$ cat src/rtl/bus_arbiter.sv
// bus_arbiter: two-requester round-robin arbiter and sequencer for the
// external system bus. It grants one owner at a time and holds the bus until
// the slave reports ready. It then returns read data and a one-cycle done pulse.
// Optional macro BUS_ARB_TIMEOUT_EN builds an ACCESS watchdog of TIMEOUT_CYCLES.
// Ports:
//   i_cpu_clk, i_rst         : clock, synchronous active-high reset
//   i_req/we/addr/data{0,1}  : requester access (held until done)
//   o_data/done/err{0,1}     : per-requester read data, done pulse, abort flag
//   o_grant                  : one-hot owner, 00 when idle
//   o_bus_clk/we/addr/data   : bus strobe and access registers
//   i_bus_data, i_bus_data_ready : slave read data and completion
module bus_arbiter #(
    parameter int ADDR_W         = 32,
    parameter int DATA_W         = 32,
    parameter int TIMEOUT_CYCLES = 255
) (
    input  logic              i_cpu_clk,
    input  logic              i_rst,
    input  logic              i_req0,
    input  logic              i_req1,
    input  logic              i_we0,
    input  logic              i_we1,
    input  logic [ADDR_W-1:0] i_addr0,
    input  logic [ADDR_W-1:0] i_addr1,
    input  logic [DATA_W-1:0] i_data0,
    input  logic [DATA_W-1:0] i_data1,
    output logic [DATA_W-1:0] o_data0,
    output logic [DATA_W-1:0] o_data1,
    output logic              o_done0,
    output logic              o_done1,
    output logic              o_err0,
    output logic              o_err1,
    output logic [1:0]        o_grant,
    output logic              o_bus_clk,
    output logic              o_bus_we,
    output logic [ADDR_W-1:0] o_bus_addr,
    output logic [DATA_W-1:0] o_bus_data,
    input  logic [DATA_W-1:0] i_bus_data,
    input  logic              i_bus_data_ready
);

    typedef enum logic [1:0] {
        ST_IDLE   = 2'd0,
        ST_ACCESS = 2'd1,
        ST_DONE   = 2'd2
    } state_t;

    state_t              state_q, state_d;
    logic                last_q, last_d;
    logic [1:0]          grant_q, grant_d;
    logic                bus_clk_q, bus_clk_d;
    logic                bus_we_q, bus_we_d;
    logic [ADDR_W-1:0]   bus_addr_q, bus_addr_d;
    logic [DATA_W-1:0]   bus_data_q, bus_data_d;
    logic [DATA_W-1:0]   data0_q, data0_d;
    logic [DATA_W-1:0]   data1_q, data1_d;
    logic                done0_q, done0_d;
    logic                done1_q, done1_d;
    logic                pick1;

`ifdef BUS_ARB_TIMEOUT_EN
    localparam logic [15:0] TO_LIM = 16'(TIMEOUT_CYCLES);
    logic [15:0]         cnt_q, cnt_d;
    logic [15:0]         cnt_inc;
    logic                err0_q, err0_d;
    logic                err1_q, err1_d;

    assign cnt_inc = cnt_q + 16'd1;
`else
    logic                unused_timeout_cfg;

    assign unused_timeout_cfg = (TIMEOUT_CYCLES != 0);
`endif

    always_comb begin
        state_d    = state_q;
        last_d     = last_q;
        grant_d    = grant_q;
        bus_clk_d  = bus_clk_q;
        bus_we_d   = bus_we_q;
        bus_addr_d = bus_addr_q;
        bus_data_d = bus_data_q;
        data0_d    = data0_q;
        data1_d    = data1_q;
        done0_d    = 1'b0;
        done1_d    = 1'b0;
        // On a tie, requester 1 wins only if requester 0 had the last grant.
        pick1      = i_req1 && (!i_req0 || !last_q);
`ifdef BUS_ARB_TIMEOUT_EN
        cnt_d      = cnt_q;
        err0_d     = 1'b0;
        err1_d     = 1'b0;
`endif
        unique case (state_q)
            ST_IDLE: begin
                if (i_req0 || i_req1) begin
                    bus_we_d   = pick1 ? i_we1 : i_we0;
                    bus_addr_d = pick1 ? i_addr1 : i_addr0;
                    bus_data_d = pick1 ? i_data1 : i_data0;
                    bus_clk_d  = 1'b1;
                    grant_d    = pick1 ? 2'b10 : 2'b01;
                    last_d     = pick1;
                    state_d    = ST_ACCESS;
`ifdef BUS_ARB_TIMEOUT_EN
                    cnt_d      = '0;
`endif
                end
            end
            ST_ACCESS: begin
                if (i_bus_data_ready) begin
                    if (!bus_we_q) begin
                        if (grant_q[1]) data1_d = i_bus_data;
                        else            data0_d = i_bus_data;
                    end
                    done0_d   = grant_q[0];
                    done1_d   = grant_q[1];
                    bus_clk_d = 1'b0;
                    state_d   = ST_DONE;
                end
`ifdef BUS_ARB_TIMEOUT_EN
                else if (cnt_inc == TO_LIM) begin
                    if (grant_q[1]) data1_d = '1;
                    else            data0_d = '1;
                    done0_d   = grant_q[0];
                    done1_d   = grant_q[1];
                    err0_d    = grant_q[0];
                    err1_d    = grant_q[1];
                    bus_clk_d = 1'b0;
                    state_d   = ST_DONE;
                end else begin
                    cnt_d = cnt_inc;
                end
`endif
            end
            ST_DONE: begin
                grant_d  = 2'b00;
                bus_we_d = 1'b0;
                state_d  = ST_IDLE;
            end
            default: state_d = ST_IDLE;
        endcase
    end

    always_ff @(posedge i_cpu_clk) begin
        if (i_rst) begin
            state_q    <= ST_IDLE;
            last_q     <= 1'b1;
            grant_q    <= '0;
            bus_clk_q  <= 1'b0;
            bus_we_q   <= 1'b0;
            bus_addr_q <= '0;
            bus_data_q <= '0;
            data0_q    <= '0;
            data1_q    <= '0;
            done0_q    <= 1'b0;
            done1_q    <= 1'b0;
`ifdef BUS_ARB_TIMEOUT_EN
            cnt_q      <= '0;
            err0_q     <= 1'b0;
            err1_q     <= 1'b0;
`endif
        end else begin
            state_q    <= state_d;
            last_q     <= last_d;
            grant_q    <= grant_d;
            bus_clk_q  <= bus_clk_d;
            bus_we_q   <= bus_we_d;
            bus_addr_q <= bus_addr_d;
            bus_data_q <= bus_data_d;
            data0_q    <= data0_d;
            data1_q    <= data1_d;
            done0_q    <= done0_d;
            done1_q    <= done1_d;
`ifdef BUS_ARB_TIMEOUT_EN
            cnt_q      <= cnt_d;
            err0_q     <= err0_d;
            err1_q     <= err1_d;
`endif
        end
    end

    assign o_data0    = data0_q;
    assign o_data1    = data1_q;
    assign o_done0    = done0_q;
    assign o_done1    = done1_q;
    assign o_grant    = grant_q;
    assign o_bus_clk  = bus_clk_q;
    assign o_bus_we   = bus_we_q;
    assign o_bus_addr = bus_addr_q;
    assign o_bus_data = bus_data_q;
`ifdef BUS_ARB_TIMEOUT_EN
    assign o_err0     = err0_q;
    assign o_err1     = err1_q;
`else
    assign o_err0     = 1'b0;
    assign o_err1     = 1'b0;
`endif

endmodule

$ cat config.mk
export PLATFORM = sky130hd
export DESIGN_NAME = bus_arbiter
export DESIGN_NICKNAME = d
export VERILOG_FILES = /design/src/rtl/bus_arbiter.sv
export SDC_FILE = /design/constraint.sdc
export NUM_CORES = 1
export LEC_CHECK = 0
export CORE_ASPECT_RATIO = 1.1
export CORE_MARGIN = 5
export CORE_UTILIZATION = 35
export CTS_BUF_LIST = sky130_fd_sc_hd__clkbuf_2 sky130_fd_sc_hd__clkbuf_4 sky130_fd_sc_hd__clkbuf_8
export CTS_CLUSTER_SIZE = 10
export DETAILED_ROUTE_END_ITERATION = 6
export PLACE_DENSITY = 0.72
export SYNTH_ARGS = -nofsm -noshare
export SYNTH_HDL_FRONTEND = slang
export SYNTH_SLANG_ARGS = --single-unit
export TNS_END_PERCENT = 100
$ cat constraint.sdc
create_clock -name i_cpu_clk -period 2.9 [get_ports i_cpu_clk]
set_clock_uncertainty 0.2 [all_clocks]
set_input_delay 0.725 -clock i_cpu_clk [delete_from_list [all_inputs] [get_ports i_cpu_clk]]
set_output_delay 0.725 -clock i_cpu_clk [all_outputs]
set_load 0.02 [all_outputs]
==> results.txt <==
----------------------------------------------------
[Status]
  Outcome ... finished clean

[Setup path]
  Sort of element at the end of the critical path ... output port
  Maximum fanout along the worst path ... 4
  Max stage delay on crit path ... 0.68 ns
  R2r setup slk ... 0.71 ns
  CP Data Arrival Time ... 1.54 ns
  Buf+Inv Stages, Crit Path ... 1
  Max stage delay cell, worst path ... sky130_fd_sc_hd__clkdlybuf4s50_1
  R2r startpoint ... state_q[0]
  CP delay by family, top ... buffers and inverters
  Data required, critical path ... 1.98 ns
  End of the worst register-to-register path ... o_bus_addr[12]
  R2r worst-path depth ... 3
  Crit path kind ... reg2out
  Cell count along the critical path ... 1
  Worst path cell trace ... clkdlybuf4s50_1
  Kind of launch point of the worst setup path ... flop

[Power and ir drop]
  Leakage power ... 0.003465 uW
  Worst IR Drop VDD ... 0.0003486 V
  Total power density per cell area ... 526.7 nW/um^2
  Overall power after layout ... 4999 uW

[Synth]
  Number of enable-type register cells in the synthesized netlist ... 0
  Area contributors post-synth ... sky130_fd_sc_hd__dfxtp_1, sky130_fd_sc_hd__mux2i_1, sky130_fd_sc_hd__nand3_1, sky130_fd_sc_hd__nand2b_1, sky130_fd_sc_hd__a31oi_1
  Synth top area share ... 46.76%
  Sequential cell area fraction in the yosys report ... 46.76%
  Commonest cells in the synthesized netlist ... sky130_fd_sc_hd__dfxtp_1, sky130_fd_sc_hd__nand3_1, sky130_fd_sc_hd__nand2b_1, sky130_fd_sc_hd__o21ai_0, sky130_fd_sc_hd__mux2i_1
  Syn Area/Cell ... 9.010 um^2
  Gate Count Post-Synth ... 651
  Fraction of registers with async set or reset after synthesis ... 0%
  Post-synthesis cell type with the largest combined area ... sky130_fd_sc_hd__dfxtp_1
  Post-Syn Area ... 5866 um^2
  Syn. warnings ... 0
  Synth Flop Type ... sky130_fd_sc_hd__dfxtp_1
  Most common cell in the netlist ... sky130_fd_sc_hd__dfxtp_1
  Number of storage elements in the synthesis netlist ... 137
  Library cells used by synthesis ... 28

[Clocking]
  Inserted Clock Buffers ... 17
  Post-CTS setup buffer count ... 0
  Htree depth ... 4
  Number of buffers inserted by hold repair at cts ... 0
  Clock latency on the worst-skew pair ... 0.43 ns
  Clock root cell ... sky130_fd_sc_hd__clkbuf_8
  Maximum number of buffers from clock root to sink ... 2
  Number of gates resized after cts ... 0
  Sink count of the clock tree ... 137
  Register clock-pin slew on the reported worst setup and hold paths ... 0.08 ns
  TritonCTS clock tree ... done

[Global route]
  Met3 usage in global routing ... 8.610%
  Met1 layer usage reported by global route ... 23.84%
  GR Layer Usage met2 ... 32.14%
  Most Used Layer, Global Route ... met2
  Number of antenna violations at the first check in global routing ... 1
  Global-route usage over all layers ... 20.05%
  Global route overflow ... 0
  Number of global-route vias before repair ... 5,734
  Pin count of the biggest net entering global routing ... 67
  Global-route wire length before repair ... 31.33 mm

[Finish]
  Layout net count ... 1,084
  Sequential Area ... 2743 um^2
  Filler cells ... 1,472
  Area added between synthesis and finish ... 61.82%
  Utilization after layout ... 57.77%
  Fraction of final layout cells with drive strength greater than 1 ... 6.028%
  Area of the multi-input gates ... 2830 um^2

[Worst hold path]
  Beginning of the worst hold path ... o_bus_clk
  Hold Crit Class ... reg2reg
  Worst hold path cell count ... 2
  End of the worst hold path ... o_bus_clk

[Route]
  DRC marker count from the first detailed-route iteration ... 335
  Post-detailed-route wirelength per cell ... 17.90 um
  Number of nets with antenna violations after detailed routing ... 0
  Number of detailed-route iterations in the first pass ... 4
  Count of unresolved DRC violations after routing ... 0
  Via count ... 5,817
  Total wire length after detailed routing ... 20.30 mm
  Average via count per standard cell ... 5.130

[Placed design]
  IO buf count ... 300
  DPL Wire Length ... 14.17 mm
  Weighted congestion reported at the end of routability-driven placement ... 0.8100

[STA]
  Measured slew at the worst slew-check pin ... 1.119 ns
  Headroom to the max-slew limit ... 25.39%
  # setup viols final ... 0
  Setup repair after global routing missed its margin ... false
  Final number of hold-violating endpoints ... 0
  Maximum operating frequency ... 0.4056 GHz
  Final critical-path share of the clock period ... 85.01%
  Max-slew violation count ... 0
  Final worst path period need ... 2.465 ns
  Final-layout setup total negative slack ... 0 ns

[Job]
  Number of maximum-capacitance violations ... 0

[Floorplan]
  Area of the core region ... 16,430 um^2
  Initial Util ... 35.70%
  Row Count ... 49
  Chip height ... 145.8 um
  Ports placed on the boundary ... 303
  Die area ... 19,450 um^2
  Width of the die ... 133.4 um

----------------------------------------------------
==> metrics by stage <==
stage / std cells / area (um^2) / setup WS, ns / hold WS [ns]
global placement: 1102 / 9021 / 0.06158 / 0.2530
detailed placement: 1102 / 9021 / 0.02707 / 0.2600
finish: 1134 / 9492 / 0.4348 / 0.2653
CTS: 1133 / 9489 / 0.3655 / 0.2718
floorplan: 652 / 5869 / 0.9801 / 0.2711
global route: 1134 / 9492 / 0.3180 / 0.2901
==> worst reg2reg max path, cell delays in order (launching register included) <==
cell,delay [ns]
sky130_fd_sc_hd__dfxtp_1,0.53
sky130_fd_sc_hd__or2_2,0.92
sky130_fd_sc_hd__o21ai_0,0.27
sky130_fd_sc_hd__a31oi_1,0.19
==> cell usage in the layout, fill, tap and decap left out <==
| master | instances |
|---|---|
| sky130_fd_sc_hd__nand3_1 | 128 |
| sky130_fd_sc_hd__nor3_4 | 1 |
| sky130_fd_sc_hd__a31oi_1 | 64 |
| sky130_fd_sc_hd__nor3_1 | 1 |
| sky130_fd_sc_hd__or3b_2 | 2 |
| sky130_fd_sc_hd__nor3b_2 | 1 |
| sky130_fd_sc_hd__buf_4 | 8 |
| sky130_fd_sc_hd__a21oi_1 | 4 |
| sky130_fd_sc_hd__buf_12 | 7 |
| sky130_fd_sc_hd__nand2b_2 | 1 |
| sky130_fd_sc_hd__dfxtp_1 | 137 |
| sky130_fd_sc_hd__mux2i_1 | 65 |
| sky130_fd_sc_hd__a21boi_4 | 1 |
| sky130_fd_sc_hd__clkinv_4 | 2 |
| sky130_fd_sc_hd__clkdlybuf4s50_1 | 299 |
| sky130_fd_sc_hd__nand2_1 | 3 |
| sky130_fd_sc_hd__nor2b_1 | 1 |
| sky130_fd_sc_hd__o31ai_1 | 1 |
| sky130_fd_sc_hd__clkbuf_8 | 19 |
| sky130_fd_sc_hd__nand2b_1 | 96 |
| sky130_fd_sc_hd__nor2_1 | 1 |
| sky130_fd_sc_hd__clkbuf_4 | 2 |
| sky130_fd_sc_hd__and2_1 | 2 |
| sky130_fd_sc_hd__o21ai_0 | 68 |
| sky130_fd_sc_hd__inv_6 | 1 |
| sky130_fd_sc_hd__diode_2 | 1 |
| sky130_fd_sc_hd__conb_1 | 2 |
| sky130_fd_sc_hd__clkinvlp_4 | 2 |
| sky130_fd_sc_hd__a221o_1 | 1 |
| sky130_fd_sc_hd__nor2_4 | 2 |
| sky130_fd_sc_hd__or2_2 | 1 |
| sky130_fd_sc_hd__bufinv_16 | 5 |
| sky130_fd_sc_hd__nand3b_2 | 1 |
==> layer usage <==
layer | up-vias | part of all wire, %
li1 | 2850 | -
met1 | 2685 | 41
met2 | 254 | 48
met3 | 28 | 9.5
met4 | 0 | 2.2
met5 | - | 0
==> worst max path at each step <==
| stage | startpoint | slack (ns) | end |
|---|---|---|---|
| floorplan | i_bus_data_ready | 0.98 | o_data1[10] |
| global placement | i_req1 | 0.06 | o_bus_data[23] |
| detailed placement | i_req1 | 0.03 | o_bus_data[24] |
| CTS | o_bus_we | 0.37 | o_bus_we |
| global route | i_req1 | 0.32 | o_bus_data[27] |
| finish | o_bus_we | 0.43 | o_bus_we |
==> sequential cells by signal, indices dropped and copies added (netlist names) <==
name / count
o_data0: 32
o_done0: 1
o_grant: 2
o_bus_we: 1
state_q: 2
o_done1: 1
o_bus_clk: 1
o_bus_addr: 32
o_bus_data: 32
o_data1: 32
last_q: 1
==> kinds of logic (layout without fill, tap and decap cells) <==
| kind of cell | after synthesis | after routing | synth area share (%) |
|---|---|---|---|
| flip-flops | 137 | 137 | 46.76 |
| multiplexers | 65 | 65 | 11.09 |
| AND/OR/NAND/NOR | 241 | 241 | 22.95 |
| buffers and inverters | 68 | 345 | 5.738 |
| AO/OA/AOI/OAI | 139 | 139 | 13.40 |
| other | 1 | 3 | 0.06393 |
==> power breakdown <==
group	internal (uW)	total, uW	switching, uW
Combinational	548	1080	534
Sequential	2000	2060	62.8
Clock	1090	1860	768
==> layout make-up <==
| cell class | instances | share of cell area (%) |
|---|---|---|
| Antenna cell | 1 | 0.02636 |
| Clock buffer | 21 | 2.913 |
| Clock inverter | 10 | 2.017 |
| Multi-Input combinational cell | 447 | 29.82 |
| Sequential cell | 137 | 28.90 |
| Tap cell | 204 | 2.689 |
| Timing Repair Buffer | 314 | 33.64 |
(Power assumes the default switching activity.)
